File: src/rtl/grey_step_decoder_pkg.sv
// Shared types and helpers for the Gray-coded LED bus (counter tile and decoder).
package grey_step_decoder_pkg;

  localparam int unsigned GRAY_MAX_W = 32;

  typedef enum logic {
    ST_ACQ  = 1'b0,
    ST_LOCK = 1'b1
  } state_e;

  localparam logic DIR_UP = 1'b1;
  localparam logic DIR_DN = 1'b0;

  // Gray to binary; zero-extended narrower words convert correctly.
  function automatic logic [GRAY_MAX_W-1:0] gray2bin(input logic [GRAY_MAX_W-1:0] g);
    logic [GRAY_MAX_W-1:0] b;
    b[GRAY_MAX_W-1] = g[GRAY_MAX_W-1];
    for (int i = GRAY_MAX_W - 2; i >= 0; i--) begin
      b[i] = b[i+1] ^ g[i];
    end
    return b;
  endfunction

endpackage

File: src/rtl/grey_step_decoder_sync.sv
// WIDTH x STAGES synchronizer bank for the asynchronous Gray word.
module grey_step_decoder_sync #(
  parameter int unsigned WIDTH  = 8,
  parameter int unsigned STAGES = 2
) (
  input  logic             clk,
  input  logic             rst_n,
  input  logic [WIDTH-1:0] i_d,
  output logic [WIDTH-1:0] o_q
);

  logic [WIDTH-1:0] r_stage [STAGES];

  always_ff @(posedge clk or negedge rst_n) begin
    if (!rst_n) begin
      for (int i = 0; i < int'(STAGES); i++) begin
        r_stage[i] <= '0;
      end
    end else begin
      r_stage[0] <= i_d;
      for (int i = 1; i < int'(STAGES); i++) begin
        r_stage[i] <= r_stage[i-1];
      end
    end
  end

  assign o_q = r_stage[STAGES-1];

endmodule

File: src/rtl/grey_step_decoder.sv
// Gray bus receiver: synchronize, validate +/-1 steps, lock on a direction, emit counts.
module grey_step_decoder
  import grey_step_decoder_pkg::*;
#(
  parameter int unsigned WIDTH       = 8,
  parameter int unsigned SYNC_STAGES = 2,
  parameter int unsigned LOCK_COUNT  = 4,
  parameter int unsigned ERR_CNT_W   = 4
) (
  input  logic                 clk,
  input  logic                 rst_n,
  input  logic [WIDTH-1:0]     gray_in,
  output logic [WIDTH-1:0]     bin_out,
  output logic                 bin_valid,
  output logic                 dir,
  output logic                 locked,
  output logic                 step_err,
  output logic [ERR_CNT_W-1:0] err_cnt
);

  localparam int unsigned RUN_W = $clog2(LOCK_COUNT + 1);

  logic [WIDTH-1:0]     w_g_s;
  logic [WIDTH-1:0]     r_g_prev;
  logic [WIDTH-1:0]     w_b_new;
  logic [WIDTH-1:0]     w_b_old;
  logic                 w_change;
  logic                 w_up;
  logic                 w_dn;
  logic                 w_legal;
  logic                 w_step_dir;
  logic [RUN_W-1:0]     w_run_inc;

  state_e               r_state;
  logic [RUN_W-1:0]     r_run;
  logic [WIDTH-1:0]     r_bin_out;
  logic                 r_bin_valid;
  logic                 r_dir;
  logic                 r_locked;
  logic                 r_step_err;
  logic [ERR_CNT_W-1:0] r_err_cnt;

  grey_step_decoder_sync #(
    .WIDTH  (WIDTH),
    .STAGES (SYNC_STAGES)
  ) u_sync (
    .clk   (clk),
    .rst_n (rst_n),
    .i_d   (gray_in),
    .o_q   (w_g_s)
  );

  // Change detect and step classification against the last seen word.
  assign w_change   = (w_g_s != r_g_prev);
  assign w_b_new    = WIDTH'(gray2bin(GRAY_MAX_W'(w_g_s)));
  assign w_b_old    = WIDTH'(gray2bin(GRAY_MAX_W'(r_g_prev)));
  assign w_up       = (w_b_new == WIDTH'(w_b_old + WIDTH'(1)));
  assign w_dn       = (w_b_new == WIDTH'(w_b_old - WIDTH'(1)));
  assign w_legal    = w_up | w_dn;
  assign w_step_dir = w_up ? DIR_UP : DIR_DN;
  assign w_run_inc  = RUN_W'(r_run + RUN_W'(1));

  always_ff @(posedge clk or negedge rst_n) begin
    if (!rst_n) begin
      r_state     <= ST_ACQ;
      r_g_prev    <= '0;
      r_run       <= '0;
      r_bin_out   <= '0;
      r_bin_valid <= 1'b0;
      r_dir       <= 1'b0;
      r_locked    <= 1'b0;
      r_step_err  <= 1'b0;
      r_err_cnt   <= '0;
    end else begin
      r_bin_valid <= 1'b0;
      r_step_err  <= 1'b0;
      if (w_change) begin
        r_g_prev <= w_g_s;
        case (r_state)
          ST_ACQ: begin
            if (!w_legal) begin
              r_run <= '0;
            end else if ((r_run == '0) || (w_step_dir == r_dir)) begin
              r_run <= w_run_inc;
              r_dir <= w_step_dir;
              if (w_run_inc == RUN_W'(LOCK_COUNT)) begin
                r_state     <= ST_LOCK;
                r_bin_out   <= w_b_new;
                r_bin_valid <= 1'b1;
                r_locked    <= 1'b1;
              end
            end else begin
              // Reversal restarts the run counting this step as the first.
              r_run <= RUN_W'(1);
              r_dir <= w_step_dir;
              if (LOCK_COUNT == 1) begin
                r_state     <= ST_LOCK;
                r_bin_out   <= w_b_new;
                r_bin_valid <= 1'b1;
                r_locked    <= 1'b1;
              end
            end
          end
          ST_LOCK: begin
            if (w_legal && (w_step_dir == r_dir)) begin
              r_bin_out   <= w_b_new;
              r_bin_valid <= 1'b1;
            end else begin
              r_step_err <= 1'b1;
              if (r_err_cnt != '1) begin
                r_err_cnt <= ERR_CNT_W'(r_err_cnt + ERR_CNT_W'(1));
              end
              r_run    <= '0;
              r_locked <= 1'b0;
              r_state  <= ST_ACQ;
            end
          end
          default: r_state <= ST_ACQ;
        endcase
      end
    end
  end

  assign bin_out   = r_bin_out;
  assign bin_valid = r_bin_valid;
  assign dir       = r_dir;
  assign locked    = r_locked;
  assign step_err  = r_step_err;
  assign err_cnt   = r_err_cnt;

endmodule

File: config.mk
export PLATFORM = sky130hd
export DESIGN_NAME = grey_step_decoder
export DESIGN_NICKNAME = d
export VERILOG_FILES = /design/src/rtl/grey_step_decoder_pkg.sv /design/src/rtl/grey_step_decoder_sync.sv /design/src/rtl/grey_step_decoder.sv
export SDC_FILE = /design/constraint.sdc
export NUM_CORES = 1
export LEC_CHECK = 0
export ABC_AREA = 0
export CAP_MARGIN = 40
export CORE_AREA = 2 2 85 128
export CTS_CLUSTER_DIAMETER = 80
export DETAILED_ROUTE_END_ITERATION = 10
export DIE_AREA = 0 0 87 130
export DONT_BUFFER_PORTS = 1
export SLEW_MARGIN = 10
export SYNTH_ARGS = -nofsm -noshare
export SYNTH_HDL_FRONTEND = slang
export SYNTH_SLANG_ARGS = --single-unit
File: constraint.sdc
create_clock -name clk -period 5.18 [get_ports clk]
set_clock_uncertainty 0.15 [all_clocks]
set_input_delay 0.518 -clock clk [delete_from_list [all_inputs] [get_ports clk]]
set_output_delay 0.518 -clock clk [all_outputs]
set_load 0.01 [all_outputs]
==> flow_metrics.env <==
export IMPL_grt_overflow_total=0
export IMPL_grt_pass1_vias=1666
export IMPL_yosys_warnings=0
export IMPL_post_route_min_period_ps=4940
export IMPL_core_um2=10300
export IMPL_setup_viol=0
export IMPL_max_freq_mhz=202
export IMPL_yosysTopAreaCell="dfrtp_1"
export IMPL_synth_top_family_by_area="XOR/XNOR gates"
export IMPL_avgSynthCellArea_um2=11.7
export IMPL_synth_seq_cells=44
export IMPL_routabilityCongestion=0.836
export IMPL_setup_tns_ps=0
export IMPL_cts_root_buffer="clkbuf_16"
export IMPL_vdd_drop_max_uv=187
export IMPL_drv_cap=0
export IMPL_die_h_um=130
export IMPL_drive_gt1_share_pct=20.3
export IMPL_final_util_pct=28.9
export IMPL_synth_edff_count=0
export IMPL_antenna_found_initial=0
export IMPL_grt_pass1_wl_um=7980
export IMPL_synthXorXnorAreaFrac_pct=18.0
export IMPL_nFillCells=1011
export IMPL_synth_compound_area_share_pct=7.89
export IMPL_clkSinkCount=44
export IMPL_critPathMaxStageDelay_ps=430
export IMPL_synth_fp_nets=243
export IMPL_synth_fa_ha_area_share_pct=8.44
export IMPL_numCtsBuffers=5
export IMPL_worstPathArrival_ps=4960
export IMPL_areaGrowthSynthToFinish_pct=18.3
export IMPL_track_usage_pct=9.30
export IMPL_cp_cell_sequence="xor2_2 > ha_4 > inv_1 > ha_1 > inv_1 > ha_1 > inv_1 > ha_1 > inv_1 > ha_1 > inv_1 > ha_4 > nor2b_1 > and2_1 > or3_1 > a221oi_2 > buf_4 > nand3_4 > xnor2_4 > o221ai_4 > clkbuf_16 > mux2_4"
export IMPL_yosysMostFrequentCell="dfrtp_1"
export IMPL_synth_area_um2=2520
export IMPL_dieArea_um2=11300
export IMPL_drc=0
export IMPL_synth_top_cell_area_share_pct=43.7
export IMPL_tritoncts="built"
export IMPL_ant_nets=0
export IMPL_initial_core_util_pct=24.5
export IMPL_synth_top_cells_by_count="dfrtp_1 (44), xnor2_1 (24), inv_1 (21), ha_1 (17), clkbuf_1 (11)"
export IMPL_pin_count=26
export IMPL_cp_start_kind="register"
export IMPL_die_w_um=87
export IMPL_port_buffers=0
export IMPL_yosysSeqAreaShare_pct=43.7
export IMPL_yosys_area_share_simple_pct=9.48
export IMPL_setup_slack_ps=239
export IMPL_endpoint_kind="register"
export IMPL_grt_max_degree=45
export IMPL_nets=248
export IMPL_power_density_nw_per_um2=323
export IMPL_hold_slack_ps=106
export IMPL_firstDrtPassIters=6
export IMPL_syn_inst=216
export IMPL_worst_pin_slew_ps=580
export IMPL_path_buf_inv=7
export IMPL_slew_headroom_pct=61.0
export IMPL_routedWlPerCell_um=14.6
export IMPL_ys_top_cells_by_area="dfrtp_1 (44%), ha_1 (8.4%), xnor2_1 (8.3%), xnor3_1 (3.6%), inv_1 (3.1%)"
export IMPL_rows=46
export IMPL_critical_path_top_delay_family="adder cells"
export IMPL_hp_class="primary input to register"
export IMPL_status="complete, no violations"
export IMPL_async_flop_share_pct=100
export IMPL_drt_total_wl_um=4980
export IMPL_final_max_slew_viol_count=0
export IMPL_cts_buffer_depth=2
export IMPL_dp_final_hpwl_um=3640
export IMPL_crit_required_ps=5200
export IMPL_post_place_ws_ps=-2.85
export IMPL_path_common_cell="inv_1"
export IMPL_leakage_nw=1.39
export IMPL_finalPower_mw=0.964
export IMPL_routed_via_density=4.57
export IMPL_cpMaxStageDelayCell="dfrtp_2"
export IMPL_yosys_mux_area_fraction_pct=7.05
export IMPL_insertion_delay_ps=290
export IMPL_n_antenna_cell=0
export IMPL_crit_type="register to register"
export IMPL_period_share_pct=95.4
export IMPL_drt_iter0_markers=53
export IMPL_hold_viol_final=0
export IMPL_ys_types=49
export IMPL_synthFlopType="dfrtp_1"
export IMPL_via_count=1563
export IMPL_crit_fanout=5
export IMPL_clk_pin_slew_ps=60
export IMPL_htree_levels=2
through the flow:
stage	instances	cell area, um2
floorplan	216	2520
global placement	327	2660
detailed placement	327	2660
CTS	337	2870
global route	342	2980
finish	342	2980
registers in the layout (all words and copies together), names as in the netlist:
| name | cells |
|---|---|
| bin_out | 8 |
| bin_valid | 1 |
| dir | 1 |
| err_cnt | 4 |
| locked | 1 |
| r_g_prev | 8 |
| r_run | 3 |
| r_state | 1 |
| step_err | 1 |
| u_sync.o_q | 8 |
| u_sync.r_stage | 8 |
timing repair:
| item | in CTS | in global routing |
|---|---|---|
| cloned | 0 | 1 |
| endpoints found under the setup margin | 4 | 12 |
| pin swaps | 0 | 2 |
| hold buffers | 2 | 0 |
| gates resized for setup | 1 | 9 |
| buffers inserted | 0 | 4 |
| endpoints found under the hold margin | 44 | 0 |
cells in the final DEF (no fill, tap or decap), drive strengths merged, types with 3 or more instances in the layout:
master,Yosys,routed
nor2,4,4
nor2b,5,5
a21oi,6,6
o21ai,5,5
xnor2,25,25
inv,21,21
clkbuf,11,7
nand2,7,7
xnor3,5,5
ha,17,17
nor3,5,5
mux2i,5,5
mux2,10,10
and2,3,3
nand4,4,4
xor2,6,6
buf,2,10
dfrtp,44,44
nand3,4,4
worst paths after layout:
check	startpoint	to	slack, ps	cells after the start
setup / recovery	r_g_prev[6]	bin_out[1]	240	22
hold / removal	gray_in[7]	u_sync.r_stage[15]	110	0
setup reg to reg	r_g_prev[6]	bin_out[1]	240	22
hold reg to reg	u_sync.r_stage[11]	u_sync.o_q[3]	200	0
max in group asynchronous	rst_n	bin_out[1]	4080	2
min in group asynchronous	rst_n	bin_out[6]	590	2
report_power, final:
group,switching [mW],total (mW),internal [mW]
clock network,0.126,0.353,0.227
logic,0.133,0.246,0.113
registers,0.0118,0.366,0.354
total,0.271,0.964,0.693
area by class of cell:
| cell class | count | area (um2) | area share (%) |
|---|---|---|---|
| Clock inverter | 2 | 35.0 | 1.17 |
| Sequential cell | 44 | 1100 | 37.0 |
| Timing Repair Buffer | 12 | 143 | 4.78 |
| Clock buffer | 6 | 129 | 4.32 |
| Tap cell | 120 | 150 | 5.04 |
| Inverter | 21 | 78.8 | 2.64 |
| Multi-Input combinational cell | 137 | 1340 | 45.0 |
metal layers:
layer  wire length (um)  global-route usage (%)
met5                  0                       0
met2               2840                    16.2
met4                262                    8.09
met3                152                    1.96
met1               1720                    9.14
cells by family after synthesis:
family / after synthesis
multiplexers: 15
AND/OR/NAND/NOR: 42
buffers and inverters: 35
AO/OA/AOI/OAI: 25
adder cells (fa/ha/maj): 17
flip-flops: 44
XOR/XNOR: 38
Note: power is estimated with default switching activity, not from simulation.
